File: src/rtl/fetch_sequencer_if.sv
// ============================================================================
// Module   : fetch_sequencer_if
// Purpose  : Decode-side and memory-side signal bundle for fetch_sequencer.
// Revision : 1.0
// ============================================================================
`default_nettype none

interface fetch_sequencer_if;
  logic        stall_i;
  logic        branch_valid_i;
  logic [7:0]  branch_target_i;
  logic        mem_req_o;
  logic [7:0]  mem_addr_o;
  logic        mem_ack_i;
  logic [15:0] mem_rdata_i;
  logic        ir_valid_o;
  logic [15:0] ir_o;
  logic [7:0]  ir_pc_o;
  logic        fetch_err_o;

  modport master (
    input  stall_i, branch_valid_i, branch_target_i, mem_ack_i, mem_rdata_i,
    output mem_req_o, mem_addr_o, ir_valid_o, ir_o, ir_pc_o, fetch_err_o
  );

  modport slave (
    output stall_i, branch_valid_i, branch_target_i, mem_ack_i, mem_rdata_i,
    input  mem_req_o, mem_addr_o, ir_valid_o, ir_o, ir_pc_o, fetch_err_o
  );
endinterface

`default_nettype wire

File: src/rtl/fetch_sequencer.sv
// ============================================================================
// Module   : fetch_sequencer
// Purpose  : Single-outstanding instruction fetch FSM with branch redirect;
//            optional memory timeout enabled by macro FETCH_TIMEOUT_EN.
// Revision : 1.0
// ============================================================================
`default_nettype none

module fetch_sequencer #(
  parameter logic [7:0]  RESET_PC = 8'h00,
  parameter int unsigned TIMEOUT  = 15
) (
  input  wire logic         clk,
  input  wire logic         rst_n,
  fetch_sequencer_if.master bus
);

  typedef enum logic [2:0] {
    S_IDLE    = 3'd0,
    S_REQ     = 3'd1,
    S_HOLD    = 3'd2,
`ifdef FETCH_TIMEOUT_EN
    S_DISCARD = 3'd3,
    S_ERROR   = 3'd4
`else
    S_DISCARD = 3'd3
`endif
  } state_e;

  state_e      state_q, state_d;
  logic [7:0]  pc_q, pc_d;
  logic        mem_req_q, mem_req_d;
  logic [7:0]  mem_addr_q, mem_addr_d;
  logic        ir_valid_q, ir_valid_d;
  logic [15:0] ir_q, ir_d;
  logic [7:0]  ir_pc_q, ir_pc_d;
  logic        armed_q;

`ifdef FETCH_TIMEOUT_EN
  localparam logic [3:0] c_TMO_LAST = 4'(TIMEOUT - 1);
  logic       fetch_err_q, fetch_err_d;
  logic [3:0] tmo_q, tmo_d;
`else
  logic w_unused_timeout;
  assign w_unused_timeout = ^TIMEOUT;
`endif

  always_ff @(posedge clk or negedge rst_n) begin
    if (!rst_n) begin
      state_q     <= S_IDLE;
      pc_q        <= RESET_PC;
      mem_req_q   <= 1'b0;
      mem_addr_q  <= 8'h00;
      ir_valid_q  <= 1'b0;
      ir_q        <= 16'h0000;
      ir_pc_q     <= 8'h00;
      armed_q     <= 1'b0;
`ifdef FETCH_TIMEOUT_EN
      fetch_err_q <= 1'b0;
      tmo_q       <= 4'h0;
`endif
    end else begin
      state_q     <= state_d;
      pc_q        <= pc_d;
      mem_req_q   <= mem_req_d;
      mem_addr_q  <= mem_addr_d;
      ir_valid_q  <= ir_valid_d;
      ir_q        <= ir_d;
      ir_pc_q     <= ir_pc_d;
      armed_q     <= 1'b1;
`ifdef FETCH_TIMEOUT_EN
      fetch_err_q <= fetch_err_d;
      tmo_q       <= tmo_d;
`endif
    end
  end

  // IDLE waits one armed cycle so the first request rises on the second edge.
  always_comb begin
    state_d    = state_q;
    pc_d       = pc_q;
    mem_req_d  = mem_req_q;
    mem_addr_d = mem_addr_q;
    ir_valid_d = ir_valid_q;
    ir_d       = ir_q;
    ir_pc_d    = ir_pc_q;
`ifdef FETCH_TIMEOUT_EN
    fetch_err_d = fetch_err_q;
    tmo_d       = tmo_q;
`endif
    case (state_q)
      S_IDLE, S_HOLD: begin
        if (bus.branch_valid_i) begin
          ir_valid_d = 1'b0;
          pc_d       = bus.branch_target_i;
          mem_req_d  = 1'b1;
          mem_addr_d = bus.branch_target_i;
          state_d    = S_REQ;
        end else if ((state_q == S_IDLE && armed_q) ||
                     (state_q == S_HOLD && !bus.stall_i)) begin
          ir_valid_d = 1'b0;
          mem_req_d  = 1'b1;
          mem_addr_d = pc_q;
          state_d    = S_REQ;
        end
      end
      S_REQ: begin
        if (bus.mem_ack_i) begin
          if (bus.branch_valid_i) begin
            pc_d       = bus.branch_target_i;
            mem_addr_d = bus.branch_target_i;
          end else begin
            ir_d       = bus.mem_rdata_i;
            ir_pc_d    = mem_addr_q;
            ir_valid_d = 1'b1;
            pc_d       = pc_q + 8'd1;
            mem_req_d  = 1'b0;
            state_d    = S_HOLD;
          end
        end else if (bus.branch_valid_i) begin
          pc_d    = bus.branch_target_i;
          state_d = S_DISCARD;
        end
      end
      S_DISCARD: begin
        if (bus.branch_valid_i) begin
          pc_d = bus.branch_target_i;
        end
        if (bus.mem_ack_i) begin
          mem_addr_d = bus.branch_valid_i ? bus.branch_target_i : pc_q;
          state_d    = S_REQ;
        end
      end
`ifdef FETCH_TIMEOUT_EN
      S_ERROR: begin
        state_d = S_ERROR;
      end
`endif
      default: begin
        state_d = S_IDLE;
      end
    endcase
`ifdef FETCH_TIMEOUT_EN
    // A new request starts on a rising req or on an ack that keeps req high.
    if (mem_req_d && (!mem_req_q || bus.mem_ack_i)) begin
      tmo_d = 4'h0;
    end else if (mem_req_q && !bus.mem_ack_i) begin
      tmo_d = tmo_q + 4'h1;
      if (tmo_q == c_TMO_LAST) begin
        fetch_err_d = 1'b1;
        mem_req_d   = 1'b0;
        ir_valid_d  = 1'b0;
        state_d     = S_ERROR;
      end
    end
`endif
  end

  assign bus.mem_req_o   = mem_req_q;
  assign bus.mem_addr_o  = mem_addr_q;
  assign bus.ir_valid_o  = ir_valid_q;
  assign bus.ir_o        = ir_q;
  assign bus.ir_pc_o     = ir_pc_q;
`ifdef FETCH_TIMEOUT_EN
  assign bus.fetch_err_o = fetch_err_q;
`else
  assign bus.fetch_err_o = 1'b0;
`endif

endmodule

`default_nettype wire

File: src/flat_wrapper.sv
// flat-port wrapper written by rule: the top's interface ports become plain ports
module fetch_sequencer_flat 
#(
  parameter logic [7:0]  RESET_PC = 8'h00,
  parameter int unsigned TIMEOUT  = 15
)
  (clk, rst_n, bus_stall_i, bus_branch_valid_i, bus_branch_target_i, bus_mem_ack_i, bus_mem_rdata_i, bus_mem_req_o, bus_mem_addr_o, bus_ir_valid_o, bus_ir_o, bus_ir_pc_o, bus_fetch_err_o);
  fetch_sequencer_if bus_i ();
  input  wire logic clk;
  input  wire logic rst_n;
  input wire logic [$bits(bus_i.stall_i)-1:0] bus_stall_i;
  input wire logic [$bits(bus_i.branch_valid_i)-1:0] bus_branch_valid_i;
  input wire logic [$bits(bus_i.branch_target_i)-1:0] bus_branch_target_i;
  input wire logic [$bits(bus_i.mem_ack_i)-1:0] bus_mem_ack_i;
  input wire logic [$bits(bus_i.mem_rdata_i)-1:0] bus_mem_rdata_i;
  output wire logic [$bits(bus_i.mem_req_o)-1:0] bus_mem_req_o;
  output wire logic [$bits(bus_i.mem_addr_o)-1:0] bus_mem_addr_o;
  output wire logic [$bits(bus_i.ir_valid_o)-1:0] bus_ir_valid_o;
  output wire logic [$bits(bus_i.ir_o)-1:0] bus_ir_o;
  output wire logic [$bits(bus_i.ir_pc_o)-1:0] bus_ir_pc_o;
  output wire logic [$bits(bus_i.fetch_err_o)-1:0] bus_fetch_err_o;
  assign bus_i.stall_i = bus_stall_i;
  assign bus_i.branch_valid_i = bus_branch_valid_i;
  assign bus_i.branch_target_i = bus_branch_target_i;
  assign bus_i.mem_ack_i = bus_mem_ack_i;
  assign bus_i.mem_rdata_i = bus_mem_rdata_i;
  assign bus_mem_req_o = bus_i.mem_req_o;
  assign bus_mem_addr_o = bus_i.mem_addr_o;
  assign bus_ir_valid_o = bus_i.ir_valid_o;
  assign bus_ir_o = bus_i.ir_o;
  assign bus_ir_pc_o = bus_i.ir_pc_o;
  assign bus_fetch_err_o = bus_i.fetch_err_o;
  fetch_sequencer #(.RESET_PC(RESET_PC), .TIMEOUT(TIMEOUT)) u_core (.clk(clk), .rst_n(rst_n), .bus(bus_i));
endmodule
File: config.mk
export PLATFORM = sky130hd
export DESIGN_NAME = fetch_sequencer_flat
export DESIGN_NICKNAME = d
export VERILOG_FILES = /design/src/rtl/fetch_sequencer_if.sv /design/src/rtl/fetch_sequencer.sv /design/src/flat_wrapper.sv
export SDC_FILE = /design/constraint.sdc
export NUM_CORES = 1
export LEC_CHECK = 0
export CAP_MARGIN = 5
export CELL_PAD_IN_SITES_DETAIL_PLACEMENT = 1
export CELL_PAD_IN_SITES_GLOBAL_PLACEMENT = 1
export CORE_UTILIZATION = 35
export CTS_CLUSTER_SIZE = 24
export DETAILED_ROUTE_END_ITERATION = 10
export GPL_TIMING_DRIVEN = 0
export PLACE_DENSITY = 0.79
export SYNTH_ARGS = -nofsm -noshare
export SYNTH_HDL_FRONTEND = slang
export SYNTH_SLANG_ARGS = --single-unit
export TNS_END_PERCENT = 100
File: constraint.sdc
create_clock -name clk -period 1.9 [get_ports clk]
set_clock_uncertainty 0.1 [all_clocks]
set_input_delay 0.285 -clock clk [delete_from_list [all_inputs] [get_ports clk]]
set_output_delay 0.285 -clock clk [all_outputs]
set_load 0.02 [all_outputs]
=== Word-level counts from Yosys, hierarchy flattened ===
Index checks and enable logic that the tools add are counted.

* $add $sub $neg: 1
* Multiply operators: 0
* Div/mod/pow operators: 0
* $lt $le $gt $ge: 0
* Equal/unequal tests: 10
* Shift operators: 0
* Mux-type cells: 27
* Bitwise operators: 1
* Reductions and logical operators: 14

{| class="wikitable"
|+ Operators with widths
! kind !! count
|-
| 8-bit 2-to-1 mux || 8
|-
| 8-bit one-hot mux with 3 select lines || 1
|-
| 3-bit 2-to-1 mux || 6
|-
| 8-bit one-hot mux with 2 select lines || 1
|-
| 3-bit one-hot mux with 3 select lines || 1
|-
| 8-bit by 1-bit adder with 8-bit output (second input constant) || 1
|-
| 1-bit 2-to-1 mux || 8
|-
| 2-bit != test (second input constant) || 4
|-
| 4-bit AND reduction || 2
|-
| 3-bit by 2-bit equality test with 1-bit output (second input constant) || 2
|-
| 3-bit != test (second input constant) || 2
|-
| 5-bit AND reduction || 1
|-
| 1-bit one-hot mux with 2 select lines || 2
|-
| 2-bit nonzero test || 2
|-
| 3-bit by 1-bit equality test with 1-bit output (second input constant) || 1
|-
| 3-bit zero test || 1
|-
| 3-bit by 2-bit != test with 1-bit output (second input constant) || 1
|-
| 3-bit AND reduction || 1
|-
| 3-bit nonzero test || 1
|-
| 3-bit OR reduction || 1
|-
| 1-bit logical AND || 2
|-
| 2-bit OR reduction || 1
|-
| 1-bit zero test || 1
|-
| 1-bit logical OR || 1
|-
| 1-bit inverter || 1
|}

* Register bits: 46
* Latch bits: 0
* Memory bits (writable): 0
* Memory bits (read-only): 0
* Input port bits: 29
* Logic and storage cells: 61
* Memories: 0

=== Longest topological paths before layout ===
Gate-level depths: netlist (run 1).

* Depth after elaboration: 6
* Gate-level depth with buffers: 6
* Gate-level depth less buffers: 5

=== Least setup slack after synthesis (run 1) ===
Ideal clock, no wire load.

* Path kind: register -> register
* Start: register u_core.state_q[1]
* End: register u_core.pc_q[7]
* Setup time: 0.069 ns
* Data arrival time: 1.560 ns
* Required time: 1.731 ns
* Path slack: 0.171 ns
* Stages on the path, launching flop included: 6
* Buffers on the path: 1
* Clock period less this slack: 1.729 ns
* Cell sequence: dfrtp_1 buf_6 nand2b_1 or3_4 or4_1 nand3_1

* Longest elaborated chain between the ends: 3
* Elaborated cells between the ends (all ways): 7
* Classes of those cells: eq/ne: 3; mux: 1; reduce/logical: 3

{| class="wikitable"
|+ Ends and longest elaborated chain
! element !! RTL line !! source
|-
| start, declared || fetch_sequencer.sv:30 || <nowiki>state_e state_q, state_d;</nowiki>
|-
| start signal, assigned || fetch_sequencer.sv:63 || <nowiki>state_q <= state_d;</nowiki>
|-
| 3-bit by 2-bit equality test with 1-bit output or 3-bit zero test (tied branches) || fetch_sequencer.sv:91 || <nowiki>case (state_q)</nowiki>
|-
| 3-bit OR reduction (no source line) || - ||
|-
| 8-bit one-hot mux with 2 select lines or 2-bit nonzero test (tied branches) || - ||
|-
| end signal, assigned || fetch_sequencer.sv:64 || <nowiki>pc_q <= pc_d;</nowiki>
|-
| end, declared || fetch_sequencer.sv:31 || <nowiki>logic [7:0] pc_q, pc_d;</nowiki>
|}

Parallel ways exist; a longest one is shown, timed or not.
A chain may end at the register's enable or synchronous reset.

=== Worst setup path after layout (run 1) ===
Ends and elaborated chain as after synthesis.

==> results of run 1 <==
==> critical path, delay by kind of cell, from the launching register on <==
| kind | cells | cell delay, ns |
|---|---|---|
| AND/OR/NAND/NOR | 4 | 1.09 |
| buffers and inverters | 1 | 0.14 |
| flip-flops | 1 | 0.39 |
==> metal layers <==
metal  vias to the layer above  routed length (µm)  part of all wire [%]
met4                         0                  63                   1.4
li1                        721                   -                     -
met5                         -                   0                     0
met2                        50                2231                    48
met1                       757                1959                    42
met3                         6                 356                   7.7
==> area by class of cell <==
| cell class | instances | share of cell area, % |
|---|---|---|
| buffer | 8 | 1.662 |
| sequential | 45 | 39.37 |
| timing repair buffer | 65 | 22.92 |
| multi-input combinational | 111 | 28.87 |
| tap | 72 | 3.150 |
| clock inverter | 2 | 1.356 |
| clock buffer | 6 | 2.537 |
| inverter | 1 | 0.1312 |
==> power groups by stage <==
stage	registers (mW)	clock network (mW)	logic, mW
detailed placement	1.47	0	1.50
finish	1.44	0.743	1.50
floorplan	1.79	0	0.413
CTS	1.45	0.758	1.52
global placement	1.44	0	1.47
global route	1.49	0.797	1.60
==> flip-flops by register name (all words and copies together), names as in the netlist <==
name	cells
u_core.armed_q	1
u_core.bus.ir_o	16
u_core.bus.ir_valid_o	1
u_core.bus.ir_pc_o	8
u_core.pc_q	8
u_core.state_q	2
u_core.bus.mem_req_o	1
u_core.bus.mem_addr_o	8
==> worst paths after layout <==
path                                                   startpoint                                   end  depth (start not counted)
worst max-delay path                u_core.state_q[1]$_DFFE_PN0P_            u_core.pc_q[7]$_DFFE_PN0P_                          5
worst min-delay path                                        rst_n      u_core.bus.mem_req_o$_DFFE_PN0P_                          2
worst max register to register      u_core.state_q[1]$_DFFE_PN0P_            u_core.pc_q[7]$_DFFE_PN0P_                          5
worst min register to register  u_core.bus.ir_valid_o$_DFFE_PN0P_     u_core.bus.ir_valid_o$_DFFE_PN0P_                          1
max in group asynchronous                                   rst_n  u_core.bus.mem_addr_o[7]$_DFFE_PN0P_                          3
min in group clk                u_core.bus.ir_valid_o$_DFFE_PN0P_     u_core.bus.ir_valid_o$_DFFE_PN0P_                          1
==> timing repair <==
item	4_1_cts	5_1_grt
endpoints found under the setup margin	8	4
hold endpoints to repair	15	0
setup buffers	1	0
gates resized for setup	1	3
pin swaps	1	1
hold buffers	1	0
==> placed cells by master, fill, tap and decap left out, drive strengths merged, types with 4 or more instances in the layout <==
cell type,instances
a21oi,9
buf,9
clkbuf,8
clkdlybuf4s50,60
dfrtp,45
mux2,24
mux2i,13
nand2,10
nand2b,4
nor2,14
nor2b,4
o21ai,8
==> logic make-up after synthesis <==
| group | Yosys count | share of synthesized area [%] |
|---|---|---|
| xor gates and xnor gates | 3 | 1.320 |
| DFF | 45 | 56.57 |
| muxes | 37 | 20.11 |
| other | 2 | 0.3773 |
| adders and majority gates | 1 | 0.6284 |
| buffers and inverters | 9 | 2.514 |
| and+or+nand+nor | 43 | 10.75 |
| AOI/OAI and AO/OA | 25 | 7.731 |
==> stage by stage <==
stage / setup WS, ns / area, µm²
floorplan: 0.1708 / 1991
global placement: -0.8704 / 2701
global route: 0.004607 / 2860
CTS: 0.00001599 / 2856
finish: 0.1285 / 2860
detailed placement: -0.5280 / 2716
==> key figures, run 1 <==
Synthesis
  – Area leader, netlist: dfrtp_1
  – Seq/Total Area, Yosys: 56.57%
  – Synthesized area per cell: 12.06 µm²
  – Synth top cells by count: dfrtp_1, mux2_2, mux2i_1, nor2_1, nand2_1
  – Synth Register Bits: 45
  – Post-synth cell types: 33
  – Ys async rst share: 100.0%
  – Synthesis Warnings: 0
  – Most common cell in the synthesized netlist: dfrtp_1
  – Top cells by area, synth: dfrtp_1, mux2_2, mux2i_1
  – Top FF cell, synth: dfrtp_1
  – Mapped Nets: 195
  – Number of synthesized flops with an enable pin: 0
  – Top cell type's share of synthesized area: 56.57%
  – Mapped Cells: 165
  – Synth Cell Area: 0.001991 mm²

Drt
  – Via Count: 1,534
  – Initial DRC Count: 34
  – Detailed-route vias per instance: 4.948
  – WL final: 4.611 mm
  – DR pass1 iterations: 4
  – # DRC: 0
  – Drt wl/cell: 14.87 µm
  – Post-DRT Antenna Nets: 0

Power and ir drop
  – Net Sw Frac: 33.44%
  – Power Total: 3.678 mW
  – Peak supply drop: 0.0005886 V
  – Share of power burned in combinational logic: 40.7%
  – Pwr dens: 1286 mW/mm²
  – Static Leak: 1.195 nW
  – Clk network pwr share: 20.2%
  – Psw: 1.230 mW
  – Seq pwr share: 39.1%
  – Int Pwr: 2.448 mW

Worst setup path
  – Crit path largest cell delay: 0.47 ns
  – Critical-path cell list: buf_6 -> nand2b_1 -> or3_4 -> or4_1 -> nand3_1
  – Slowest stage cell on the critical path: or4_1
  – WP data required: 2.05 ns
  – Worst setup path class: reg2reg
  – Startpoint Class: flop
  – Critical Path AT: 1.92 ns
  – Critical path peak fanout: 10
  – FF-to-FF setup slack: 0.13 ns
  – Critical path endpoint category: flop

Clock tree
  – Clock Sinks: 45
  – H-tree levels: 2
  – CTS clk-pin slew, worst paths: 0.09 ns
  – CTS max path bufs: 2
  – CTS root buffer: clkbuf_8
  – CTS tree: built
  – Skew-Pair Late Insertion Delay: 0.31 ns
  – Num CTS Buffers: 5

Placement
  – Cell count after placement: 300
  – Port-buffer cells: 62
  – Global placement routability congestion: 0.7726
  – DP HPWL: 3.346 mm

Global routing
  – Antenna violations before repair: 0
  – GRT overflow: 0
  – Met1 usage: 21.13%
  – Met2 usage: 27.08%
  – Met3 Use GR: 6.471%
  – Pin count of the biggest net entering global routing: 31
  – Gr busiest metal: met2
  – Vias in the first global route: 1,620
  – Global-route wire length before repair: 7.900 mm
  – Gr usage total: 16.93%

Timing
  – Final worst path period share: 93.24%
  – Fin crit period: 1.772 ns
  – Final Slew Violations: 0
  – Slew headroom: 60.97%
  – Final hold vios: 0
  – Worst Hold Slack: 0.3444 ns
  – Setup repair after global routing missed its margin: no
  – Fin Setup TNS: 0 ns
  – Setup-failing EPs final: 0
  – Worst-Margin Slew: 0.5848 ns
  – Max Freq: 564.5 MHz

Cells and area
  – Nets@finish: 267
  – Multi-input logic area: 825.8 µm²
  – Finished Layout Cells: 310
  – Area Overhead vs Synth: 43.68%
  – Reg area: 0.001126 mm²
  – Share of cells above drive strength 1: 18.49%
  – Fillers: 592
  – Final Util: 51.94%
  – ANT cells: 0

Status
  – Status: finished, final reports clean

Floorplanning
  – Die Y: 77.42 µm
  – I/O pin count: 64
  – Die ar.: 0.005993 mm²
  – Die W: 77.42 µm
  – Core area: 0.005507 mm²
  – Initial Util: 36.15%
  – Num rows: 27

Run
  – Max-Cap Viols: 0

Hold path
  – Min-Delay Path Class: in2async
(Power assumes the default switching activity.)
==> run 2, diff against run 1 <==
CORE_MARGIN = 5   (was default)
==> run 2 against run 1 <==
Via count grew 0.98%. Global-route usage decreased by 2.4 points. Cell count unchanged. Sequential share of layout area down 0.12 points. Register-to-register slack worse by 0.08 ns. Clock power rose by 2%. Critical path type unchanged. Critical endpoint unchanged. Highest routed layer unchanged.
==> key figures, run 2 (synthesized netlist as in run 1, its figures left out) <==
Worst setup path
  – Slowest stage cell on the critical path: or4_1
  – Crit path largest cell delay: 0.48 ns (about the same)
  – Critical path endpoint category: flop
  – Reg-to-reg startpoint: u_core.state_q[1]$_DFFE_PN0P_
  – Reg2reg end: u_core.pc_q[7]$_DFFE_PN0P_
  – Reg2reg path depth: 5 (unchanged)
  – FF-to-FF setup slack: 0.05 ns (-0.08 ns)
  – Worst setup path class: reg2reg
  – WP data required: 2.03 ns (-0.02 ns)
  – Critical Path AT: 1.98 ns (+0.06 ns)
  – Critical path peak fanout: 10 (unchanged)
  – Worst Setup SP: u_core.state_q[1]$_DFFE_PN0P_
  – Critical-path cell list: buf_6 -> nand2b_1 -> or3_4 -> or4_1 -> nand3_1
  – Startpoint Class: flop

Floorplanning
  – Die W: 85.42 µm (+10%)
  – Die Y: 85.42 µm (+10%)
  – Die ar.: 0.007296 mm² (+22%)
  – Core area: 0.005507 mm² (unchanged)
  – I/O pin count: 64 (unchanged)
  – Num rows: 27 (unchanged)
  – Initial Util: 36.15% (unchanged)

Drt
  – Initial DRC Count: 38 (+12%)
  – Drt wl/cell: 15.97 µm (+7.4%)
  – Post-DRT Antenna Nets: 0 (unchanged)
  – Via Count: 1,549 (+0.98%)
  – WL final: 4.952 mm (+7.4%)
  – DR pass1 iterations: 3 (-1)
  – Detailed-route vias per instance: 4.997 (+0.98%)
  – # DRC: 0 (unchanged)

Power and ir drop
  – Peak supply drop: 0.0005965 V (+1.3%)
  – Pwr dens: 1293 mW/mm² (+0.53%)
  – Power Total: 3.709 mW (+0.83%)
  – Static Leak: 1.197 nW (+0.17%)

Global routing
  – Gr usage total: 14.54% (-2.4 points)
  – Vias in the first global route: 1,708 (+5.4%)
  – Pin count of the biggest net entering global routing: 35 (+13%)
  – Antenna violations before repair: 0 (unchanged)
  – Global-route wire length before repair: 8.362 mm (+5.8%)
  – GRT overflow: 0 (unchanged)

Cells and area
  – Most frequent cells in the layout: clkdlybuf4s50_1, dfrtp_1, mux2_2, nor2_1, mux2i_1
  – Area Overhead vs Synth: 44.12%
  – Nets@finish: 267 (unchanged)
  – Largest register FFs: 16 (unchanged)
  – Commonest non-fill, non-tap cell in the layout: clkdlybuf4s50_1
  – Share of cells above drive strength 1: 18.91% (+0.42 points)
  – Final instance area: 0.002869 mm² (+0.31%)
  – ANT cells: 0 (unchanged)
  – Finished Layout Cells: 310 (unchanged)

Clock tree
  – Num CTS Buffers: 5 (unchanged)
  – CTS tree: built
  – CTS max path bufs: 2 (unchanged)
  – Clock Sinks: 45 (unchanged)
  – CTS clk-pin slew, worst paths: 0.09 ns (about the same)
  – Skew-Pair Late Insertion Delay: 0.30 ns (about the same)
  – CTS root buffer: clkbuf_8
  – H-tree levels: 2 (unchanged)

Timing
  – Worst-Margin Slew: 0.5885 ns (+0.003658 ns)
  – Max Freq: 540.3 MHz (-4.3%)
  – Final worst path period share: 97.41% (+4.2 points)
  – Worst Hold Slack: 0.3131 ns (-0.03130 ns)
  – Fin Setup TNS: 0 ns (unchanged)
  – Setup-failing EPs final: 0 (unchanged)
  – Setup repair after global routing missed its margin: no
  – Final hold vios: 0 (unchanged)
  – Slew headroom: 60.73% (-0.24 points)
  – Fin crit period: 1.851 ns (+0.07929 ns)
  – Final Slew Violations: 0 (unchanged)

Placement
  – Cell count after placement: 300 (unchanged)
  – Port-buffer cells: 62 (unchanged)
  – Area after DPL: 0.002716 mm² (unchanged)
  – Global placement routability congestion: 0.7261 (-6.0%)
  – DP HPWL: 3.630 mm (+8.5%)

Status
  – Status: finished, final reports clean

Run
  – Max-Cap Viols: 0 (unchanged)

Hold path
  – Min-Delay Path Class: in2async
## run 2: cell count changes in the layout (fill, tap and decap cells not counted), sizes merged
| cell | change |
|---|---|
| clkinv | -1 |
| clkinvlp | +1 |
## run 2: worst max path at each step
stage	to	slack (ns)	cells after the start
2_1_floorplan	u_core.pc_q[7]$_DFFE_PN0P_	0.17	5
3_3_place_gp	u_core.bus.ir_o[5]$_DFFE_PN0P_	-0.89	1
3_5_place_dp	u_core.bus.mem_addr_o[0]$_DFFE_PN0P_	-0.49	6
4_1_cts	u_core.pc_q[7]$_DFFE_PN0P_	0.004	5
5_1_grt	u_core.pc_q[7]$_DFFE_PN0P_	0.0002	5
6_report	u_core.pc_q[7]$_DFFE_PN0P_	0.05	5
## run 2: repair_timing
item / 4_1_cts / 5_1_grt
endpoints found under the hold margin: 11 / 0
pin swaps: 1 / 0
setup endpoints to repair: 8 / 4
gates cloned: 0 / 0
gates resized for setup: 1 / 3
hold buffers: 1 / 0
buffers inserted: 1 / 0
## run 2: worst max-delay path, delay by kind of cell (launching register included)
family	cells	cell delay [ns]
and+or+nand+nor	4	1.17
DFF	1	0.38
buffers and inverters	1	0.14
## run 2: final cells by class
class / instances / area, µm²
sequential: 45 / 1126
clock buffer: 6 / 82.58
tap: 72 / 90.09
inverter: 1 / 3.754
timing repair buffer: 65 / 655.6
fill: 585 / 2638
buffer: 8 / 47.55
multi-input combinational: 111 / 825.8
clock inverter: 2 / 37.54
## run 2: layer usage
layer  part of all wire (%)  track usage (%)
met5                      0                0
met4                   0.61            3.453
met3                     10            7.282
met2                     50            24.72
met1                     39            16.28
## run 2: through the flow
step | util (%) | setup WS [ns]
floorplan | - | 0.1708
global placement | 49.06 | -0.8921
detailed placement | 49.33 | -0.4934
CTS | 52.03 | 0.004393
global route | 52.10 | 0.0002471
finish | 52.10 | 0.04919
## run 2: where the power goes
| group | switching, mW | internal (mW) |
|---|---|---|
| Combinational | 0.713 | 0.794 |
| Clock | 0.327 | 0.428 |
| Sequential | 0.187 | 1.26 |
| Total | 1.23 | 2.48 |
